===== config.mk =====
export PLATFORM = sky130hd
export DESIGN_NAME = rom_fetch_arbiter
export DESIGN_NICKNAME = d
export VERILOG_FILES = /design/src/rtl/rom_fetch_arbiter.sv
export SDC_FILE = /design/constraint.sdc
export NUM_CORES = 1
export LEC_CHECK = 0
export CAP_MARGIN = 20
export CELL_PAD_IN_SITES_DETAIL_PLACEMENT = 1
export CELL_PAD_IN_SITES_GLOBAL_PLACEMENT = 2
export CORE_ASPECT_RATIO = 0.6
export CORE_UTILIZATION = 25
export DETAILED_ROUTE_END_ITERATION = 8
export MAX_ROUTING_LAYER = met4
export PLACE_DENSITY = 0.93
export RECOVER_POWER = 50
export SYNTH_ARGS = -nofsm -noshare
export SYNTH_HDL_FRONTEND = slang
export SYNTH_SLANG_ARGS = --single-unit

===== constraint.sdc =====
create_clock -name clk -period 6.2 [get_ports clk]
set_input_delay 1.55 -clock clk [delete_from_list [all_inputs] [get_ports clk]]
set_output_delay 1.55 -clock clk [all_outputs]
set_load 0.02 [all_outputs]

===== src/rtl/rom_fetch_arbiter.sv =====
// Two-requester ROM fetch arbiter with m1 lock, starvation guard and one-cycle read latency.
// Define ROM_ARB_ROUND_ROBIN_EN to resolve contention in favour of the non-owner.
module rom_fetch_arbiter #(
    parameter int unsigned ADDR_W   = 32,
    parameter int unsigned DATA_W   = 32,
    parameter int unsigned MAX_WAIT = 8
) (
    input  logic              clk,
    input  logic              rst_n,
    input  logic              m0_req,
    input  logic [ADDR_W-1:0] m0_addr,
    output logic              m0_gnt,
    output logic              m0_rvalid,
    output logic [DATA_W-1:0] m0_rdata,
    input  logic              m1_req,
    input  logic [ADDR_W-1:0] m1_addr,
    input  logic              m1_lock,
    output logic              m1_gnt,
    output logic              m1_rvalid,
    output logic [DATA_W-1:0] m1_rdata,
    output logic              rom_ce,
    output logic [ADDR_W-1:0] rom_addr,
    input  logic [DATA_W-1:0] rom_inst
);

    localparam int unsigned      CNT_W    = $clog2(MAX_WAIT + 1);
    localparam logic [CNT_W-1:0] WAIT_MAX = CNT_W'(MAX_WAIT);

    typedef enum logic [1:0] {
        IDLE = 2'd0,
        OWN0 = 2'd1,
        OWN1 = 2'd2
    } own_t;

    own_t             state_q, state_d;
    logic [CNT_W-1:0] wait0_q, wait1_q;
    logic             lock_resume_q;
    logic             g0, g1;
    logic             force0, force1, lock_act;

    assign force0   = m0_req && (wait0_q >= WAIT_MAX);
    assign force1   = m1_req && (wait1_q >= WAIT_MAX);
    // A starvation grant to m0 must not cost m1 its lock on the following cycle.
    assign lock_act = m1_req && m1_lock && ((state_q == OWN1) || lock_resume_q);

    // State register plus wait counters.
    always_ff @(posedge clk or negedge rst_n) begin
        if (!rst_n) begin
            state_q       <= IDLE;
            wait0_q       <= '0;
            wait1_q       <= '0;
            lock_resume_q <= 1'b0;
        end else begin
            state_q       <= state_d;
            lock_resume_q <= g0 && lock_act;
            if (m0_req && !g0)
                wait0_q <= (wait0_q >= WAIT_MAX) ? wait0_q : wait0_q + CNT_W'(1);
            else
                wait0_q <= '0;
            if (m1_req && !g1)
                wait1_q <= (wait1_q >= WAIT_MAX) ? wait1_q : wait1_q + CNT_W'(1);
            else
                wait1_q <= '0;
        end
    end

    // Next owner.
    always_comb begin
        state_d = state_q;
        if (g0)
            state_d = OWN0;
        else if (g1)
            state_d = OWN1;
        else if (!m0_req && !m1_req)
            state_d = IDLE;
    end

    // Grant decision.
    always_comb begin
        g0 = 1'b0;
        g1 = 1'b0;
        if (force0 && force1) begin
            if (state_q == OWN0) g1 = 1'b1;
            else                 g0 = 1'b1;
        end else if (force0) begin
            g0 = 1'b1;
        end else if (force1) begin
            g1 = 1'b1;
        end else if (lock_act) begin
            g1 = 1'b1;
        end else if (m0_req && m1_req) begin
`ifdef ROM_ARB_ROUND_ROBIN_EN
            if (state_q == OWN0) g1 = 1'b1;
            else                 g0 = 1'b1;
`else
            g0 = 1'b1;
`endif
        end else begin
            g0 = m0_req;
            g1 = m1_req;
        end
    end

    assign m0_gnt   = g0 & rst_n;
    assign m1_gnt   = g1 & rst_n;
    assign rom_ce   = (g0 | g1) & rst_n;
    assign rom_addr = !rst_n ? '0 : (g0 ? m0_addr : (g1 ? m1_addr : '0));

    // Read data capture on the grant edge; rdata holds when no new read.
    always_ff @(posedge clk or negedge rst_n) begin
        if (!rst_n) begin
            m0_rvalid <= 1'b0;
            m1_rvalid <= 1'b0;
            m0_rdata  <= '0;
            m1_rdata  <= '0;
        end else begin
            m0_rvalid <= g0;
            m1_rvalid <= g1;
            if (g0) m0_rdata <= rom_inst;
            if (g1) m1_rdata <= rom_inst;
        end
    end

endmodule

# Word-level counts from Yosys, hierarchy flattened
# Cells that the tools add are included.
[word_totals]
ff_bits = 77
latch_bits = 0
ramBits = 0
mem_bits_ro = 0
inputBits = 101
output_inout_bits = 101
wordCells = 58
memories = 0
[classes]
add_sub_neg = 2
multipliers = 0
div_mod_pow = 0
n_lt_le_gt_ge = 2
n_eq_ne = 4
n_shift = 0
muxes = 22
n_bitwise = 4
n_reduce_logical = 16
[ops]
columns = ["cell", "n"]
rows = [
  ["$mux W32", 3],
  ["$mux W4", 4],
  ["$mux W1", 12],
  ["$logic_and A1 B1 Y1", 10],
  ["$add A4 B1 Y4 const B", 2],
  ["$ge A4 B4 Y1 const B", 2],
  ["$mux W2", 3],
  ["$logic_not A1 Y1", 4],
  ["$ne A2 B2 Y1 const B", 2],
  ["$and A1 B1 Y1", 3],
  ["$reduce_bool A3 Y1", 1],
  ["$eq A2 B1 Y1 const B", 1],
  ["$eq A2 B2 Y1 const B", 1],
  ["$logic_or A1 B1 Y1", 1],
  ["$or A1 B1 Y1", 1],
]

# Longest topological paths before layout
# Gate-level depths: netlist (run 1).
[depth]
ltp_word = 10
depth_mapped = 7
mapped_depth_nobuf = 4

# Worst setup path after synthesis (run 1)
# Ideal clock, no wire load.
[synth_path]
kind = "input port to output port"
startpoint = "in m1_req"
endpoint = "out rom_addr[10]"
arrival_time_ns = 2.739
path_slack_ns = 1.911
stages = 7
n_path_buf = 3
cell_sequence = "buf_2 nand2_2 nor4_1 a41o_1 buf_2 buf_4 a22o_1"
[synth_between]
elab_chain_cells = 9
elab_cells_between_ends = 18
classes_between = "mux: 13; reduce/logical: 5"
[synth_lines]
columns = ["item", "line_no", "text"]
rows = [
  ["from (decl)", "15", "input logic m1_req,"],
  ["$logic_and A1 B1 Y1 (on tied branches)", "91, 44", ""],
  ["$mux W1 / $logic_and A1 B1 Y1 (equally long branches)", "91, 44", ""],
  ["$mux W1", "89", "end else if (lock_act) begin"],
  ["$mux W1", "87", "end else if (force1) begin"],
  ["$mux W1", "85", "end else if (force0) begin"],
  ["$mux W1", "82", "if (force0 && force1) begin"],
  ["$mux W32", "107", "assign rom_addr = !rst_n ? '0 : (g0 ? m0_addr : (g1 ? m1_addr : '0));"],
  ["$mux W32 * (2 in a row)", "107", ""],
  ["to (decl)", "22", "output logic [ADDR_W-1:0] rom_addr,"],
]
# Every way passes the cells marked *; elsewhere a longest branch is shown, timed or not.

# Final worst setup path (run 1)
[layout_path]
startpoint = "in m0_req"
endpoint = "out rom_addr[7]"
[layout_between]
elab_chain_cells = 9
elab_cells_between_ends = 16
classes_between = "mux: 13; reduce/logical: 3"
[layout_lines]
columns = ["item", "line_no", "text"]
rows = [
  ["from (decl)", "10", "input logic m0_req,"],
  ["$logic_and A1 B1 Y1", "91", "end else if (m0_req && m1_req) begin"],
  ["$mux W1", "91", ""],
  ["$mux W1", "89", ""],
  ["$mux W1", "87", ""],
  ["$mux W1", "85", ""],
  ["$mux W1", "82", ""],
  ["$mux W32", "107", ""],
  ["$mux W32 * (2 in a row)", "107", ""],
]
# Marked as above.

==> results of run 1 <==
per-layer routing:
layer,share of wire,vias to the layer above
met1,0.48,1393
met3,0.037,5
met4,0.0054,0
met5,0,-
li1,-,1265
met2,0.48,65
final timing paths:
kind                                   start  cells past startpoint      endpoint
worst max-delay path                  m0_req                      7   rom_addr[7]
worst min-delay path            m1_rdata[31]                      1  m1_rdata[31]
worst max register to register    state_q[0]                      5  m0_rdata[13]
min in group asynchronous              rst_n                      1    wait1_q[2]
max in group asynchronous              rst_n                      2  m0_rdata[30]
worst min register to register  m1_rdata[31]                      1  m1_rdata[31]
worst max-delay path: cells and delay by family:
family,cells,cell delay (ns)
AND/OR/NAND/NOR,1,0.19
AO/OA/AOI/OAI,3,0.64
buffers and inverters,3,1.66
layout make-up:
class	count	area, um^2	share of cell area
tap	192	240	0.0400
clock inverter	5	81.3	0.0135
multi-input combinational	135	1450	0.241
timing repair buffer	205	2030	0.339
sequential	77	1930	0.321
clock buffer	11	243	0.0404
inverter	9	33.8	0.00563
power breakdown:
part | total, mW | switching (mW) | internal, mW
clock network | 0.564 | 0.200 | 0.364
logic | 0.453 | 0.204 | 0.250
registers | 0.602 | 0.0361 | 0.566
metrics by stage:
step / cells / utilization / setup slack, ns / hold slack (ns)
floorplan: 236 / - / 1.91 / 0.530
global placement: 618 / 0.416 / 0.701 / 0.487
detailed placement: 618 / 0.416 / 0.651 / 0.494
CTS: 634 / 0.440 / 0.646 / 0.508
global route: 634 / 0.439 / 0.389 / 0.518
finish: 634 / 0.439 / 0.598 / 0.496
cell families (layout without fill, tap and decap cells):
family,Yosys count,count (layout),synth area share
AOI/OAI and AO/OA,41,41,0.105
xor gates and xnor gates,4,4,0.00997
adders and majority gates,4,4,0.0142
buffers and inverters,24,230,0.0420
DFF,77,77,0.548
muxes,66,66,0.241
and+or+nand+nor,20,20,0.0388
cells in the final DEF, fill, tap and decap left out, drive strengths merged, types with 2 or more instances in the layout:
master,instances
clkdlybuf4s50,150
dfrtp,77
mux2,65
dlygate4sd3,50
a22o,32
clkbuf,13
inv,10
nor3b,5
nand2,5
ha,4
xnor2,3
and3,3
buf,3
a31oi,3
bufinv,2
nor2b,2
o2111ai,2
cell usage after synthesis, drive strengths merged, types with 2 or more instances:
master    n  area (um^2)
a22o     32          280
buf      15          114
mux2     65          837
nand2     5         31.3
dfrtp    77         1930
and3      3         18.8
nor3b     5         37.5
xnor2     3         26.3
inv       9         33.8
nor2b     2         15.0
ha        4         50.1
a31oi     3         25.0
o2111ai   2         23.8
registers in the layout, summed over array words and instances (netlist names):
register,flops
lock_resume_q,1
m0_rdata,32
m0_rvalid,1
m1_rdata,32
m1_rvalid,1
state_q,2
wait0_q,4
wait1_q,4
==> metrics.md, run 1 <==
| Metric | Value |
|---|---|
| Status | finished, violations left |
| Failing checks | capacitance limit, slew limit |
| Die area | 0.0145 mm^2 |
| Max-Cap Viols | 1 |
| Final Routed Wirelength | 10.9 mm |
| Post-route cell area | 0.00601 mm^2 |
| Tightest Hold Check Type | register to register |
| GR met3 Demand/Resource | 0.0351 |
| CTS tree | yes |
| Netlist cell types | 32 |
| Placed wire-length estimate | 8.24 mm |
| Setup CP Type | input pin to primary output |
| Max H-tree Level | 3 |
| Total chip power | 1.62 mW |
| CTS clk-pin slew, worst paths | 0.06 ns |
| CP peak stage delay | 0.68 ns |
| DP Area | 0.00569 mm^2 |
| YS warnings | 0 |
| DIE HEIGHT | 93.8 um |
| Initial antenna violation count | 0 |
| Core area | 0.0137 mm^2 |
| Via Count | 2728 |
| Avg WL per Cell | 17.2 um |
| Ys flop type | dfrtp_1 |
| WP data arrival | 4.05 ns |
| Critical path cell sequence | dlygate4sd3_1 -> nand2_2 -> o2111ai_2 -> a21oi_2 -> buf_4 -> a22o_1 -> clkdlybuf4s50_1 |
| Critical-path top delay cell | dlygate4sd3_1 |
| Min Tclk post-route | 5.60 ns |
| Antenna cells | 0 |
| Filler cells | 1430 |
| Count of final setup violators | 0 |
| Ys async rst share | 1.00 |
| IO buf count | 201 |
| Hold-fix buffers at CTS | 0 |
| GRT overflow | 0 |
| Num CTS Buffers | 9 |
| Root Buffer Master | clkbuf_16 |
| Largest net degree at the start of global routing | 66 |
| DRC viols | 0 |
| Syn Inst Count | 236 |
| Seq cells post-synth | 77 |
| I/O pin count | 202 |
| Nets | 542 |
| Tot GR Track Use | 0.158 |
| Startpoint Class | input pin |
| Syn nets | 341 |
| Grt met2 use | 0.245 |
| Final Hold Violating Endpoints | 0 |
| Starting DRT DRC Count | 99 |
| Post-CTS sizing | 0 |
| Setup Buffers After CTS | 0 |
| RSZ-0062 raised after global routing | no |
| Max IR drop VDD | 0.221 mV |
| DIE WIDTH | 155 um |
| Worst skew pair latency | 0.32 ns |
| Final Slew Violations | 66 |
| Post-synth EDFFs | 0 |
| Vias in the first global route | 3001 |
| Slew HR | -0.0788 |
| Fraction of layout cells with a size suffix above 1 | 0.213 |
| CP Max Fanout | 34 |
| Routed vias/inst | 4.30 |
| First-pass GRT wire length | 17.3 mm |
| CP endpoint kind | primary output |
| Synth-to-Final Area Change | 70.9% |
| Fmax | 179 MHz |
| Fin crit share | 0.904 |
| CTS sink count | 77 |
| Starting Density | 0.257 |
| Post-synthesis sequential area ratio | 0.548 |
| Pwr Density | 270 mW/mm^2 |
| Clk buf depth | 2 |
| Fin Setup TNS | 0 ns |
| Syn_area_per_cell | 14.9 um^2 |
| Slew at the pin with the worst max-slew slack | 1.62 ns |
| Grt met1 use | 0.215 |
| Rows | 33 |
| Placer Congestion | 0.803 |
| Post-route ant nets | 0 |
| Layout Skew | 0.00758 ns |
| Drt pass-1 iters | 4 |
| Reg2reg setup slack | 4.07 ns |
| Critical path data required time | 4.65 ns |
| Post-Syn Area | 0.00351 mm^2 |
| Pleak | 2.52 nW |
| Top Usage Layer GRT | met2 |
Power figures use the tool's default switching activity.
==> run 2, diff against run 1 <==
- CTS_CLUSTER_DIAMETER: default -> 100
==> results of run 2 <==
No change in the layout: final DEF, timing and power equal those of run 1.
